$ cat src/rtl/timer_multi_wb.sv
// Multi-channel Wishbone timer: NUM_CH up-counters share one prescaler. Each channel has PWM and a terminal-count IRQ.
// Latency: ACK/ERR and read data are registered and appear one cycle after the request.
// Backpressure: none. A held strobe completes every second cycle; ERR is returned for unmapped addresses.
module timer_multi_wb #(
    parameter int NUM_CH = 4,
    parameter int CNT_W  = 32,
    parameter int PRE_W  = 16
) (
    input  logic              wb_clk_i,
    input  logic              wb_rst_i,
    input  logic [31:0]       wb_adr_i,
    input  logic [31:0]       wb_dat_i,
    input  logic              wb_we_i,
    input  logic              wb_stb_i,
    input  logic              wb_cyc_i,
    input  logic [3:0]        wb_sel_i,
    output logic [31:0]       wb_dat_o,
    output logic              wb_ack_o,
    output logic              wb_err_o,
    output logic [NUM_CH-1:0] pwm_o,
    output logic              irq
);

    // Bus response registers
    logic              r_ack;
    logic              r_err;
    logic [31:0]       r_dat;

    // Global registers and prescaler
    logic              r_gen;
    logic [PRE_W-1:0]  r_pre;
    logic [PRE_W-1:0]  r_pcnt;
    logic [NUM_CH-1:0] r_irq_stat;
    logic [NUM_CH-1:0] r_irq_en;

    // Per-channel state
    logic [NUM_CH-1:0] r_en;
    logic [NUM_CH-1:0] r_per;
    logic [NUM_CH-1:0] r_pwm_en;
    logic [NUM_CH-1:0] r_pwm;
    logic [CNT_W-1:0]  r_load  [NUM_CH];
    logic [CNT_W-1:0]  r_cmp   [NUM_CH];
    logic [CNT_W-1:0]  r_count [NUM_CH];

    logic [7:0]        w_a;
    logic [3:0]        w_blk;
    logic [1:0]        w_off;
    logic              w_req;
    logic              w_err;
    logic              w_wr_g;
    logic              w_tick;
    logic [31:0]       w_mask;
    logic [31:0]       w_rdat;
    logic [31:0]       w_gctrl_new;
    logic [NUM_CH-1:0] w_ch_wr;
    logic [NUM_CH-1:0] w_set;
    logic [NUM_CH-1:0] w_w1c;
    logic              w_unused;

    // Replace only the byte lanes enabled by wb_sel_i.
    function automatic logic [31:0] f_merge(input logic [31:0] i_old, input logic [31:0] i_new,
                                            input logic [31:0] i_mask);
        return (i_old & ~i_mask) | (i_new & i_mask);
    endfunction

    // Only the low address byte is decoded.
    assign w_unused = ^wb_adr_i[31:8];

    assign w_a    = wb_adr_i[7:0];
    assign w_blk  = w_a[7:4];
    assign w_off  = w_a[3:2];
    assign w_req  = wb_stb_i & wb_cyc_i & ~r_ack & ~r_err;
    // Block 0 is global, block n+1 is channel n; anything beyond the last channel is unmapped.
    assign w_err  = (w_a[1:0] != 2'b00) || ({28'd0, w_blk} > 32'(NUM_CH));
    assign w_wr_g = w_req & wb_we_i & ~w_err & (w_blk == 4'd0);
    assign w_mask = {{8{wb_sel_i[3]}}, {8{wb_sel_i[2]}}, {8{wb_sel_i[1]}}, {8{wb_sel_i[0]}}};
    assign w_tick = r_gen & (r_pcnt == r_pre);

    assign w_gctrl_new = f_merge({r_gen, 31'd0} | 32'(r_pre), wb_dat_i, w_mask);
    assign w_w1c = (w_wr_g && w_off == 2'd1) ? NUM_CH'(wb_dat_i & w_mask) : '0;

    assign wb_ack_o = r_ack;
    assign wb_err_o = r_err;
    assign wb_dat_o = r_dat;
    assign pwm_o    = r_pwm;
    assign irq      = |(r_irq_stat & r_irq_en);

    // Per-channel write strobes and terminal-count events
    always_comb begin
        w_ch_wr = '0;
        w_set   = '0;
        for (int n = 0; n < NUM_CH; n++) begin
            w_ch_wr[n] = w_req & wb_we_i & ~w_err & (w_blk == 4'(n + 1));
            w_set[n]   = w_tick & r_en[n] & (r_count[n] == r_load[n]);
        end
    end

    // Read data multiplexer
    always_comb begin
        w_rdat = '0;
        if (w_blk == 4'd0) begin
            case (w_off)
                2'd0: begin
                    w_rdat[PRE_W-1:0] = r_pre;
                    w_rdat[31]        = r_gen;
                end
                2'd1:    w_rdat[NUM_CH-1:0] = r_irq_stat;
                2'd2:    w_rdat[NUM_CH-1:0] = r_irq_en;
                default: begin
                    w_rdat[7:0]  = 8'(NUM_CH);
                    w_rdat[15:8] = 8'(CNT_W);
                end
            endcase
        end else begin
            for (int n = 0; n < NUM_CH; n++) begin
                if (w_blk == 4'(n + 1)) begin
                    case (w_off)
                        2'd0:    w_rdat[2:0] = {r_pwm_en[n], r_per[n], r_en[n]};
                        2'd1:    w_rdat = 32'(r_load[n]);
                        2'd2:    w_rdat = 32'(r_cmp[n]);
                        default: w_rdat = 32'(r_count[n]);
                    endcase
                end
            end
        end
    end

    // Bus response: one ACK or ERR pulse per request; data is zero outside read ACKs
    always_ff @(posedge wb_clk_i or posedge wb_rst_i) begin
        if (wb_rst_i) begin
            r_ack <= 1'b0;
            r_err <= 1'b0;
            r_dat <= '0;
        end else begin
            r_ack <= w_req & ~w_err;
            r_err <= w_req & w_err;
            r_dat <= (w_req & ~w_err & ~wb_we_i) ? w_rdat : '0;
        end
    end

    // Global registers; a hardware IRQ set beats a W1C in the same cycle
    always_ff @(posedge wb_clk_i or posedge wb_rst_i) begin
        if (wb_rst_i) begin
            r_gen      <= 1'b0;
            r_pre      <= '0;
            r_irq_en   <= '0;
            r_irq_stat <= '0;
        end else begin
            if (w_wr_g && w_off == 2'd0) begin
                r_pre <= PRE_W'(w_gctrl_new);
                r_gen <= w_gctrl_new[31];
            end
            if (w_wr_g && w_off == 2'd2)
                r_irq_en <= NUM_CH'(f_merge(32'(r_irq_en), wb_dat_i, w_mask));
            r_irq_stat <= (r_irq_stat & ~w_w1c) | w_set;
        end
    end

    // Prescaler: wraps at PRESCALE, and also (without a tick) if PRESCALE was lowered below it
    always_ff @(posedge wb_clk_i or posedge wb_rst_i) begin
        if (wb_rst_i)
            r_pcnt <= '0;
        else if (!r_gen || r_pcnt >= r_pre)
            r_pcnt <= '0;
        else
            r_pcnt <= r_pcnt + PRE_W'(1);
    end

    // Channel counters, control and PWM; bus writes are applied after the tick so LOAD_CMD wins
    always_ff @(posedge wb_clk_i or posedge wb_rst_i) begin
        if (wb_rst_i) begin
            r_en     <= '0;
            r_per    <= '0;
            r_pwm_en <= '0;
            r_pwm    <= '0;
            for (int n = 0; n < NUM_CH; n++) begin
                r_load[n]  <= '0;
                r_cmp[n]   <= '0;
                r_count[n] <= '0;
            end
        end else begin
            for (int n = 0; n < NUM_CH; n++) begin
                if (w_tick && r_en[n]) begin
                    if (r_count[n] != r_load[n])
                        r_count[n] <= r_count[n] + CNT_W'(1);
                    else if (r_per[n])
                        r_count[n] <= '0;
                    else
                        r_en[n] <= 1'b0;
                end
                if (w_ch_wr[n]) begin
                    case (w_off)
                        2'd0: begin
                            if (wb_sel_i[0]) begin
                                r_en[n]     <= wb_dat_i[0];
                                r_per[n]    <= wb_dat_i[1];
                                r_pwm_en[n] <= wb_dat_i[2];
                                if (wb_dat_i[3])
                                    r_count[n] <= '0;
                            end
                        end
                        2'd1:    r_load[n] <= CNT_W'(f_merge(32'(r_load[n]), wb_dat_i, w_mask));
                        2'd2:    r_cmp[n]  <= CNT_W'(f_merge(32'(r_cmp[n]), wb_dat_i, w_mask));
                        default: ;
                    endcase
                end
                r_pwm[n] <= r_pwm_en[n] & r_en[n] & (r_count[n] < r_cmp[n]);
            end
        end
    end

endmodule

$ cat config.mk
export PLATFORM = sky130hd
export DESIGN_NAME = timer_multi_wb
export DESIGN_NICKNAME = d
export VERILOG_FILES = /design/src/rtl/timer_multi_wb.sv
export SDC_FILE = /design/constraint.sdc
export NUM_CORES = 2
export LEC_CHECK = 0
export BUFFER_PORTS_ARGS = -buffer_cell sky130_fd_sc_hd__buf_2
export CAP_MARGIN = 20
export CORE_MARGIN = 2
export CORE_UTILIZATION = 57
export DETAILED_ROUTE_END_ITERATION = 8
export PLACE_DENSITY = 0.75
export SLEW_MARGIN = 20
export SYNTH_ARGS = -nofsm -noshare
export SYNTH_HDL_FRONTEND = slang
export SYNTH_SLANG_ARGS = --single-unit
$ cat constraint.sdc
create_clock -name wb_clk_i -period 14.9 [get_ports wb_clk_i]
set_input_delay 0.745 -clock wb_clk_i [delete_from_list [all_inputs] [get_ports wb_clk_i]]
set_output_delay 0.745 -clock wb_clk_i [all_outputs]
set_load 0.05 [all_outputs]
==> metrics <==
status=completed; post-layout min period=4220 ps; drt pass-1 iters=8; Worst-Margin Slew=1050 ps; die height=231 microns; Buffers & Inverters on Critical Path=0; Worst setup SP type=flop; Die W=231 microns; WL met1=41700 microns; number of global-route vias before repair=24400; Final Skew=24.2 ps; first-pass GRT wire length=153000 microns; # hold bufs at CTS=0; CP max FO=16; clk root buf=clkbuf_16; Main synth FF type=dfrtp_1; sequential cell area fraction in the yosys report=0.405; maximum vdd ir drop=0.0830 mV; clock buffer depth=3; Yosys Warn Count=0; Mapped Avg Cell Area=9.53 sq um; CTS tree=done; clk sink count=475; met3 wire len=12300 microns; async set-reset flop share out of synthesis=1.00; Vias/cell=6.87; routability-driven placement congestion ratio=1.00; layout cell share with drive strength beyond 1=0.171; Remaining Overflow, GRT=0; final antenna-violating net count=0; data required time of the critical path=15450 ps; Hold Slack=291 ps; Area after DPL=30300 sq um; Yosys top cell area share=0.405; final WL=102000 microns; Tcrit/Tclk final=0.283; Routed met2 length=42400 microns; area added between synthesis and finish=9.70%; hold crit path type=in2async; Post-synth EDFFs=0; Final Max Tran Viols=0; DP HPWL=73400 microns; Critical Path AT=4770 ps; cell taking the most area after synthesis=dfrtp_1; FF+latch count, synth=475; row count=83; GRT Total Usage=0.380; Fmax achieved=237 MHz; max layer used=met5; Starting Density=0.574; Final Hold Viols=0; DRC violations left=0; Top Ports=112; Initial DRC Count=3680; post-synthesis cell type count=90; post-CTS sizing=0; static leakage=0.0140 uW; TritonCTS Buffers=53; Final Power=2910 uW; largest net degree at the start of global routing=126; Finished Cell Area=32200 sq um; H-tree depth=2; drt wl/cell=26.7 microns; crit path capture type=flop; Mapped Area=29300 sq um; port bufs=87; setup bufs post-CTS=0; Mapped Cells=3078; initial antenna violation count=4; unrepaired setup endpoints after global routing=no; pwr dens=90.5 nW/um^2; fin nets=3309; worst-skew pair later-pin latency=630 ps; die area=53300 sq um; Placeable Area=51100 sq um; setup TNS=0 ps; post-layout util=0.630; Synth Net Count=3296; CP delay by family, top=simple AND/OR/NAND/NOR gates; crit path kind=reg2reg; Rel. slew slack=0.298; critical-path cell list=ha_1, nand3_1, nor4_4, nand3_1, a21oi_2, nand2_1, or4_1, o21ai_1; slowest stage delay, CP=820 ps; clock slew at reported path FFs=70 ps; CP most frequent cell=nand3_1; # setup viols final=0; max-cap violations=0; largest cells by area after synthesis=dfrtp_1 41%, mux2_2 11%, ha_1 6.2%, xnor2_1 4.1%, nand2_1 3.6%; Critical-path top delay cell=a21oi_2; routed vias=26200
[metrics by stage]
stage                     cells  setup WS (ps)
final                      3815          10680
after global placement     3716          10630
after floorplan            3078            904
after CTS                  3812          10850
after detailed placement   3716          10540
after global routing       3812          10550
[cell families after synthesis]
kind of cell / after synthesis / share of synthesized area
xor+xnor: 147 / 0.0441
simple gates: 946 / 0.160
fa+ha+maj: 145 / 0.0618
compound gates: 661 / 0.144
flops: 475 / 0.405
mux: 372 / 0.140
buf+inv: 332 / 0.0449
[final cells by class]
cell class	instances	area [sq um]
Multi-Input combinational cell	2271	16200
Timing Repair Buffer	119	684
Tap cell	680	851
Fill cell	4201	18900
Sequential cell	475	11900
Clock buffer	76	1580
Inverter	171	649
Clock inverter	20	332
Antenna cell	3	7.51
[cell usage after synthesis, types with 46 or more instances]
cell	instances
nand4_1	92
clkbuf_1	92
dfrtp_1	475
xnor2_1	138
nor3_1	51
mux2_2	279
nand3_1	104
o22ai_1	46
nand2_1	284
a21oi_1	193
buf_2	51
nor2_1	235
inv_1	170
mux2i_1	82
ha_1	145
o21ai_0	131
[layer usage]
metal,GRT usage,vias up
met5,0,-
met4,0.183,4
met3,0.0750,285
met2,0.539,1754
met1,0.555,13000
li1,-,11200
[final timing paths]
check / from / cells after the start / end / slack [ps]
worst max-delay path: r_pcnt[8]$_DFF_PP0_ / 8 / r_count[47]$_DFF_PP0_ / 10680
worst min-delay path: wb_rst_i / 2 / pwm_o[1]$_DFF_PP0_ / 290
worst max register to register: r_pcnt[8]$_DFF_PP0_ / 8 / r_count[47]$_DFF_PP0_ / 10680
worst min register to register: flop / 1 / flop / 510
max in group asynchronous: wb_rst_i / 5 / r_count[49]$_DFF_PP0_ / 11300
min in group wb_clk_i: flop / 1 / flop / 510
[placed cells by master, fill, tap and decap left out, types with 40 or more instances in the layout]
master	synthesis	layout
o22ai_1	46	46
nand2_1	284	284
inv_1	170	168
o21ai_0	131	131
a21oi_1	193	193
xnor2_1	138	138
dfrtp_1	475	475
buf_2	51	86
ha_1	145	145
and3_1	40	40
a21o_1	41	41
nand4_1	92	92
nor3_1	51	47
nor2_1	235	235
nand3_1	104	104
mux2i_1	82	82
mux2_2	279	279
clkbuf_16	0	55
[where the power goes]
part	internal (uW)	switching, uW	leakage, uW	total [uW]
logic	38.2	124	0.00704	162
registers	1290	3.74	0.00606	1300
clock network	886	568	0.000942	1450
total	2220	696	0.0140	2910
(Power assumes the default switching activity.)
